**src/rtl/adc_axis_framer_if.sv**
```systemverilog
// AXI4-Stream bundle used on both sides of the framer: 16-bit sample-pair input and 32-bit framed output.
interface adc_axis_framer_if #(
    parameter int DATA_W = 16
) ();
    logic                  tvalid;
    logic                  tready;
    logic [DATA_W-1:0]     tdata;
    logic [DATA_W/8-1:0]   tkeep;
    logic                  tlast;

    modport master (output tvalid, tdata, tkeep, tlast, input tready);
    modport slave  (input tvalid, tdata, tkeep, tlast, output tready);
endinterface

```
**src/rtl/adc_axis_framer.sv**
```systemverilog
// Frames AD9481 sample-pair packets into 32-bit packets (header, packed payload, trailer).
// Two data beats share one output word; null beats are dropped; runaway packets are cut at MAX_BEATS.
module adc_axis_framer #(
    parameter logic [15:0] FRAME_MAGIC = 16'hAD94,
    parameter int unsigned MAX_BEATS   = 1024
) (
    input  logic               axis_aclk,
    input  logic               axis_aresetn,
    adc_axis_framer_if.slave   s_axis,
    adc_axis_framer_if.master  m_axis,
    output logic [15:0]        frame_seq,
    output logic               trunc_seen
);
    typedef enum logic [1:0] {IDLE, PAYLOAD, TRAILER} state_t;

    localparam logic [15:0] MAX_COUNT = 16'(MAX_BEATS);

    state_t      state;
    logic        out_valid;
    logic [31:0] out_data;
    logic [3:0]  out_keep;
    logic        out_last;
    logic [15:0] seq;
    logic [15:0] count;
    logic [15:0] half;
    logic        half_full;
    logic        trunc;

    logic        out_free;
    logic        in_fire;
    logic        is_data;
    logic [15:0] next_count;
    logic        hit_max;
    logic        frame_end;

    assign out_free      = !out_valid || m_axis.tready;
    assign s_axis.tready = (state == PAYLOAD) && out_free;
    assign in_fire       = s_axis.tvalid && s_axis.tready;
    assign is_data       = |s_axis.tkeep;
    assign next_count    = count + {15'd0, is_data};
    assign hit_max       = is_data && (next_count == MAX_COUNT);
    assign frame_end     = s_axis.tlast || hit_max;

    assign m_axis.tvalid = out_valid;
    assign m_axis.tdata  = out_data;
    assign m_axis.tkeep  = out_keep;
    assign m_axis.tlast  = out_last;
    assign frame_seq     = seq;

    // Every output load happens only when the output register is free, so a stalled word never changes.
    always_ff @(posedge axis_aclk or negedge axis_aresetn) begin
        if (!axis_aresetn) begin
            state      <= IDLE;
            out_valid  <= 1'b0;
            out_data   <= '0;
            out_keep   <= '0;
            out_last   <= 1'b0;
            seq        <= '0;
            count      <= '0;
            half       <= '0;
            half_full  <= 1'b0;
            trunc      <= 1'b0;
            trunc_seen <= 1'b0;
        end else begin
            if (out_free) begin
                out_valid <= 1'b0;
            end
            case (state)
                IDLE: begin
                    if (s_axis.tvalid && out_free) begin
                        out_valid <= 1'b1;
                        out_data  <= {FRAME_MAGIC, seq};
                        out_keep  <= 4'hF;
                        out_last  <= 1'b0;
                        state     <= PAYLOAD;
                    end
                end
                PAYLOAD: begin
                    if (in_fire) begin
                        count <= next_count;
                        if (is_data && half_full) begin
                            out_valid <= 1'b1;
                            out_data  <= {s_axis.tdata, half};
                            out_keep  <= 4'hF;
                            out_last  <= 1'b0;
                            half_full <= 1'b0;
                        end else if (frame_end && (half_full || is_data)) begin
                            // A lone sample at the end of a frame goes out as a half word.
                            out_valid <= 1'b1;
                            out_data  <= {16'h0, (is_data ? s_axis.tdata : half)};
                            out_keep  <= 4'h3;
                            out_last  <= 1'b0;
                            half_full <= 1'b0;
                        end else if (is_data) begin
                            half      <= s_axis.tdata;
                            half_full <= 1'b1;
                        end
                        if (frame_end) begin
                            state <= TRAILER;
                            if (!s_axis.tlast) begin
                                trunc      <= 1'b1;
                                trunc_seen <= 1'b1;
                            end
                        end
                    end
                end
                TRAILER: begin
                    if (out_free) begin
                        out_valid <= 1'b1;
                        out_data  <= {trunc, count[14:0], seq};
                        out_keep  <= 4'hF;
                        out_last  <= 1'b1;
                        seq       <= seq + 16'd1;
                        count     <= '0;
                        trunc     <= 1'b0;
                        state     <= IDLE;
                    end
                end
                default: state <= IDLE;
            endcase
        end
    end
endmodule

```
**src/flat_wrapper.sv**
```systemverilog
// flat-port wrapper written by rule: the top's interface ports become plain ports
module adc_axis_framer_flat 
#(
    parameter logic [15:0] FRAME_MAGIC = 16'hAD94,
    parameter int unsigned MAX_BEATS   = 1024
)
  (axis_aclk, axis_aresetn, frame_seq, trunc_seen, s_axis_tvalid, s_axis_tdata, s_axis_tkeep, s_axis_tlast, s_axis_tready, m_axis_tvalid, m_axis_tdata, m_axis_tkeep, m_axis_tlast, m_axis_tready);
  adc_axis_framer_if #(.DATA_W(16)) s_axis_i ();
  adc_axis_framer_if #(.DATA_W(32)) m_axis_i ();
  input  logic axis_aclk;
  input  logic axis_aresetn;
  output logic [15:0] frame_seq;
  output logic trunc_seen;
  input wire logic [$bits(s_axis_i.tvalid)-1:0] s_axis_tvalid;
  input wire logic [$bits(s_axis_i.tdata)-1:0] s_axis_tdata;
  input wire logic [$bits(s_axis_i.tkeep)-1:0] s_axis_tkeep;
  input wire logic [$bits(s_axis_i.tlast)-1:0] s_axis_tlast;
  output wire logic [$bits(s_axis_i.tready)-1:0] s_axis_tready;
  output wire logic [$bits(m_axis_i.tvalid)-1:0] m_axis_tvalid;
  output wire logic [$bits(m_axis_i.tdata)-1:0] m_axis_tdata;
  output wire logic [$bits(m_axis_i.tkeep)-1:0] m_axis_tkeep;
  output wire logic [$bits(m_axis_i.tlast)-1:0] m_axis_tlast;
  input wire logic [$bits(m_axis_i.tready)-1:0] m_axis_tready;
  assign s_axis_i.tvalid = s_axis_tvalid;
  assign s_axis_i.tdata = s_axis_tdata;
  assign s_axis_i.tkeep = s_axis_tkeep;
  assign s_axis_i.tlast = s_axis_tlast;
  assign s_axis_tready = s_axis_i.tready;
  assign m_axis_tvalid = m_axis_i.tvalid;
  assign m_axis_tdata = m_axis_i.tdata;
  assign m_axis_tkeep = m_axis_i.tkeep;
  assign m_axis_tlast = m_axis_i.tlast;
  assign m_axis_i.tready = m_axis_tready;
  adc_axis_framer #(.FRAME_MAGIC(FRAME_MAGIC), .MAX_BEATS(MAX_BEATS)) u_core (.axis_aclk(axis_aclk), .axis_aresetn(axis_aresetn), .s_axis(s_axis_i), .m_axis(m_axis_i), .frame_seq(frame_seq), .trunc_seen(trunc_seen));
endmodule
```
**config.mk**
```make
export PLATFORM = sky130hd
export DESIGN_NAME = adc_axis_framer_flat
export DESIGN_NICKNAME = d
export VERILOG_FILES = /design/src/rtl/adc_axis_framer_if.sv /design/src/rtl/adc_axis_framer.sv /design/src/flat_wrapper.sv
export SDC_FILE = /design/constraint.sdc
export NUM_CORES = 1
export LEC_CHECK = 0
export ABC_AREA = 1
export CORE_UTILIZATION = 53
export CTS_CLUSTER_DIAMETER = 120
export DETAILED_ROUTE_END_ITERATION = 6
export PLACE_DENSITY_LB_ADDON = 0.15
export SLEW_MARGIN = 15
export SYNTH_ARGS = -nofsm -noshare
export SYNTH_HDL_FRONTEND = slang
export SYNTH_SLANG_ARGS = --single-unit
```
**constraint.sdc**
```tcl
create_clock -name axis_aclk -period 2.9 [get_ports axis_aclk]
set_input_delay 0.29 -clock axis_aclk [delete_from_list [all_inputs] [get_ports axis_aclk]]
set_output_delay 0.29 -clock axis_aclk [all_outputs]
set_load 0.05 [all_outputs]
```
Word level (Yosys, flattened, before mapping):

Cells that the tools add are included.
Widths: inputs -> output; s select.

* word-level logic and storage cells: 90
* bits in registers: 91

* reductions and logical operators: 23
* bitwise operators: 3
* mux-type cells: 42
* eq/ne operators: 9
* add/subtract/negate cells: 2

Operators by type and width (count)
* $mux 32: 5
* $pmux 32 s3: 1
* $mux 16: 3
* $pmux 16 s2: 1
* $mux 4: 5
* $mux 1: 18
* $add 16x1->16: 1
* $add 16x1->16 const B: 1
* $eq 16x11->1 const B: 1
* $pmux 4 s3: 1
* $reduce_and 4->1: 3
* $reduce_and 5->1: 2
* $mux 2: 4
* $ne 2x1->1 const B: 4
* $logic_and 1x1->1: 6
* $pmux 1 s3: 2
* $pmux 2 s3: 1
* $reduce_and 3->1: 2
* $reduce_bool 3->1: 2
* $logic_or 1x1->1: 3
* $ne 3x3->1 const B: 1
* $not 1->1: 3
* $eq 2x1->1 const B: 1
* $eq 2x2->1 const B: 1
* 7 further kinds: 7

Longest topological paths before layout:

Gate-level depths: netlist of the first run.

* depth in word-level cells: 10
* mapped depth: 22
* gate-level depth less buffers: 19

Least setup slack after synthesis of the first run:

No wires, ideal clock.

* kind: input to register
* from: input s_axis_tkeep[1]
* to: register u_core.out_keep[2] (netlist: u_core.m_axis.tkeep[2])
* path buffers: 3
* arrival: 2.688 ns
* path slack: 0.092 ns
* stages on the path: 22
* cells stage by stage: or2_2 buf_2 buf_1 ha_1 ha_1 nand2_1 nor2_1 nand2_1 clkinv_1 nand3_1 nand2_1 inv_1 nand2_1 nor2_1 nand2_1 nand3_2 nand3_2 nand2_4 nand2_4 buf_6 nand2_1 nand2_1

* cells in the longest elaborated chain, start to end: 8

RTL lines
* from (decl): RTL line flat_wrapper.sv:16 `input wire logic [$bits(s_axis_i.tkeep)-1:0] s_axis_tkeep;`
* $reduce_or 2->1 (*): RTL line adc_axis_framer.sv:39 `assign is_data = |s_axis.tkeep;`
* $add 16x1->16: RTL line adc_axis_framer.sv:40 `assign next_count = count + {15'd0, is_data};`
* $eq 16x11->1: RTL line adc_axis_framer.sv:41 `assign hit_max = is_data && (next_count == MAX_COUNT);`
* $logic_and 1x1->1: RTL line adc_axis_framer.sv:41
* $logic_or 1x1->1: RTL line adc_axis_framer.sv:42 `assign frame_end = s_axis.tlast || hit_max;`
* $logic_and 1x1->1: RTL line adc_axis_framer.sv:87 `end else if (frame_end && (half_full || is_data)) begin`
* $ne 3x3->1 (no source line)
* $reduce_and 5->1 (no source line)
* to (signal assigned): RTL line adc_axis_framer.sv:56 `out_keep <= '0;`
* to (signal assigned): RTL line adc_axis_framer.sv:84 `out_keep <= 4'hF;`
* to (signal assigned): RTL line adc_axis_framer.sv:91 `out_keep <= 4'h3;`
* to (decl): RTL line adc_axis_framer.sv:21 `logic [3:0] out_keep;`

Every way passes the cells marked *; elsewhere a longest branch is shown, timed or not. The select of a mux whose other input is x is not followed.
A chain may end at the register's enable or synchronous reset.

Worst setup path in the final report of the first run:

* from: input s_axis_tkeep[1]
* to: register u_core.out_data[31] (netlist: u_core.m_axis.tdata[31])

* cells in the longest elaborated chain, start to end: 8

RTL lines
* $reduce_or 2->1 (*): RTL line adc_axis_framer.sv:39
* $add 16x1->16: RTL line adc_axis_framer.sv:40
* $eq 16x11->1: RTL line adc_axis_framer.sv:41
* $logic_and 1x1->1: RTL line adc_axis_framer.sv:41
* $logic_or 1x1->1: RTL line adc_axis_framer.sv:42
* $logic_and 1x1->1: RTL line adc_axis_framer.sv:87
* $ne 3x3->1 (no source line)
* $reduce_and 5->1 (no source line)
* to (signal assigned): RTL line adc_axis_framer.sv:83 `out_data <= {s_axis.tdata, half};`
* to (signal assigned): RTL line adc_axis_framer.sv:90 `out_data <= {16'h0, (is_data ? s_axis.tdata : half)};`
* to (signal assigned): RTL line adc_axis_framer.sv:110 `out_data <= {trunc, count[14:0], seq};`
* to (decl): RTL line adc_axis_framer.sv:20 `logic [31:0] out_data;`

Marks and branches as above.

==> impl_results.md, run 1 <==
* Area after DPL at 0.00585 mm2
* Layout cell share with drive strength beyond 1 at 0.0710
* Tightest Pin Transition at 0.811 ns
* Worst-path clk slew at 0.10 ns
* Initial antenna violation count at 0
* DRC at 6
* Initial core utilization at 0.555
* Pwr dens at 1110 mW/mm2
* Max incr delay on CP at 0.39 ns
* Number of port buffers at 78
* RSZ-0062 raised after global routing: yes
* Count of clock tree sinks at 89
* Worst Slack Setup Final at 0.246 ns
* Nets@finish at 771
* Leakage power total at 2.96 nW
* Placer Congestion at 0.912
* Finished Layout Cells at 854
* Sequential share of power at 0.297
* Clk_lat worst skew at 0.37 ns
* Crit Path Category: in -> reg
* Layout Cell Area excl Fill at 0.00604 mm2
* Antenna viol nets, final at 0
* MaxCap Viol Count at 0
* Drt initial violations at 362
* Antenna diode count at 0
* Status: finished, violations left
* Gate power share at 0.582
* I/O pin count at 79
* Via count at 4749
* GRT Total Usage at 0.300
* HPWL after DPL at 9.96 mm
* Worst path cell trace: clkdlybuf4s50_1 > or2_2 > ha_1 > ha_1 > nand2_1 > nor2_1 > nand2_1 > clkinv_1 > nand3_1 > nand2_1 > inv_1 > nand2_1 > nor2_1 > nand2_1 > nand3_2 > nand3_2 > nand2_4 > nand2_8 > nand2_1 > nand2_1
* Chip width at 98.3 um
* Post-Syn Area at 0.00491 mm2
* Time the worst path needs with I/O delays and setup at 2.65 ns
* Routed WL at 13.8 mm
* Pins Over Slew Limit at 0
* Seq cells post-synth at 89
* Min-Delay Path Class: in -> async
* Count of warnings emitted by yosys at 0
* Placed cells at 838
* Crit share post-route at 0.915
* Post-synthesis sequential area ratio at 0.453
* CP max FO at 35
* Final Skew at 0.00764 ns
* Most frequent cell on the critical path: nand2_1
* H-tree Lvls at 3
* Number of CTS-inserted buffers at 9
* Net switching power at 3.49 mW
* Area delta synth->final at 22.9%
* Drt wl/cell at 16.2 um
* Vias in the first global route at 4501
* Int Pwr at 3.23 mW
* DP Worst Slack at -0.199 ns
* TNS Setup at 0 ns
* Critical Path Start Type: primary input
* Worst Path Arrival at 2.91 ns
* CTS tree: yes
* DR vias/cell at 5.56
* Failing checks: design-rule violations, negative hold slack
* Clock Path Buffers at 2
* Clock Tree Root: clkbuf_8
* Num rows at 34
* Core area at 0.00885 mm2
* Fin. Hold Viols at 26
* Fill cells at 798
* Peak supply drop at 699 uV
* Max Freq at 377 MHz
* Cells after synthesis at 662
* Pre-antenna DRT Iters at 7
* Layout Utilization at 0.682
* Crit path required time at 3.16 ns
* Die Span Y at 98.3 um
* Crit end category: flip-flop
* Setup Viol. Count Final at 0
* Hold WS at -0.0248 ns
* Unique masters post-synth at 31
* Normalized max-slew margin at 0.459
* Clock network fraction of design power at 0.122
* Grt ovf at 0
* Slowest CP cell: clkdlybuf4s50_1
* Avg Inst Size Synth at 7.42 um2
* Die area at 0.00966 mm2
* Sw frac at 0.520
* Synth Net Count at 692
* Largest net degree at the start of global routing at 90
* Global-route wire length before repair at 22.6 mm
critical path: cells and delay by family:
family        cells  cell delay (ns)
fa+ha+maj         2             0.43
buf+inv           3             0.55
simple gates     15             1.60
area by class of cell:
type | instances | area, um2 | share of cell area
multi-input cells | 477 | 2290 | 0.379
flip-flops and latches | 89 | 2230 | 0.369
repair buffers | 99 | 962 | 0.159
inverters | 65 | 244 | 0.0404
well taps | 108 | 135 | 0.0224
clock buffers | 10 | 128 | 0.0211
clock inverters | 6 | 51.3 | 0.00850
layer usage:
| layer | up-vias | wire length [um] | global-route usage |
|---|---|---|---|
| met5 | - | 0 | 0 |
| met1 | 2206 | 6040 | 0.414 |
| li1 | 2305 | - | - |
| met3 | 18 | 1040 | 0.0537 |
| met2 | 220 | 6570 | 0.483 |
| met4 | 0 | 182 | 0.0918 |
synthesized netlist by cell type, drive strengths merged:
| library cell | n | area, um2 |
|---|---|---|
| a21oi | 15 | 75.1 |
| nor3 | 6 | 30.0 |
| clkbuf | 19 | 71.3 |
| a31oi | 8 | 50.1 |
| o21ai | 50 | 250 |
| clkinv | 2 | 7.51 |
| o211ai | 5 | 37.5 |
| a32oi | 5 | 43.8 |
| o22ai | 18 | 113 |
| ha | 7 | 87.6 |
| xor2 | 14 | 123 |
| dfrtp | 89 | 2230 |
| o31ai | 1 | 7.51 |
| nor2 | 53 | 216 |
| buf | 12 | 92.6 |
| inv | 63 | 236 |
| nand4 | 8 | 50.1 |
| nand3 | 62 | 320 |
| or2 | 1 | 6.26 |
| nand2 | 223 | 862 |
| a21boi | 1 | 7.51 |
state kept, by name, summed over array words and instances (netlist names):
register and flops:
u_core.half 16, u_core.count 16, u_core.m_axis.tlast 1, u_core.frame_seq 16, u_core.trunc_seen 1, u_core.m_axis.tdata 32, u_core.m_axis.tvalid 1, u_core.half_full 1
u_core.m_axis.tkeep 2, u_core.state 2, u_core.trunc 1
through the flow:
| stage | power (mW) | hold WS, ns |
|---|---|---|
| floorplan | 4.68 | -0.00559 |
| global placement | 5.76 | 0.455 |
| detailed placement | 5.86 | 0.457 |
| CTS | 6.68 | 0.180 |
| global route | 7.18 | 0.0431 |
| finish | 6.72 | -0.0248 |
worst paths after layout:
path / startpoint / endpoint / slack (ns) / cells after the start
max in group asynchronous: axis_aresetn / u_core.count[1]$_DFFE_PN0P_ / 2.37 / 1
max: s_axis_tkeep[1] / u_core.m_axis.tdata[31]$_DFFE_PN0P_ / 0.25 / 20
min reg2reg: u_core.m_axis.tdata[12]$_DFFE_PN0P_ / u_core.m_axis.tdata[12]$_DFFE_PN0P_ / 0.47 / 2
max reg2reg: u_core.count[0]$_DFFE_PN0P_ / u_core.m_axis.tdata[31]$_DFFE_PN0P_ / 0.33 / 17
min in group axis_aclk: u_core.m_axis.tdata[12]$_DFFE_PN0P_ / u_core.m_axis.tdata[12]$_DFFE_PN0P_ / 0.47 / 2
min: axis_aresetn / u_core.m_axis.tkeep[1]$_DFFE_PN0P_ / -0.02 / 1
cell families after synthesis:
group           synth area share
xor+xnor                  0.0249
compound gates             0.119
simple gates               0.302
flops                      0.453
buf+inv                   0.0830
fa+ha+maj                 0.0178
power by group through the flow:
stage                     Sequential (mW)  Combinational, mW  Clock (mW)
after detailed placement             2.01               3.85           0
after CTS                            1.98               3.88       0.823
final                                1.99               3.91       0.817
after global placement               1.99               3.77           0
after global routing                 2.05               4.26       0.878
after floorplan                      2.69               1.99           0
placed cells by master, fill, tap and decap left out, types with 4 or more instances in the layout:
cell type        instances
nand3_1                 60
nand2_1                217
xor2_1                  14
ha_1                     7
clkbuf_8                 9
nand2_2                  4
a31oi_1                  8
a21oi_1                 15
a32oi_1                  5
buf_4                   20
o22ai_1                 18
clkdlybuf4s50_1         76
o21ai_0                 41
dfrtp_1                 89
inv_1                   61
nor2_1                  49
o21ai_1                  9
nand4_1                  8
o211ai_1                 5
nor3_1                   6
timing repair:
item,4_1_cts,5_1_grt
hold buffers,0,0
gates resized for setup,0,1
endpoints found under the hold margin,0,0
setup endpoints to repair,0,34
buffers inserted,0,0
Power figures use the tool's default switching activity.
==> run 2: changes to the inputs <==
--- a/config.mk
+++ b/config.mk
@@ -9,6 +9,7 @@
 export CORE_UTILIZATION = 53
 export CTS_CLUSTER_DIAMETER = 120
 export DETAILED_ROUTE_END_ITERATION = 6
+export HOLD_SLACK_MARGIN = 0.03
 export PLACE_DENSITY_LB_ADDON = 0.15
 export SLEW_MARGIN = 15
 export SYNTH_ARGS = -nofsm -noshare
==> results of run 2 <==
No change in the layout: final DEF, timing and power equal those of run 1.
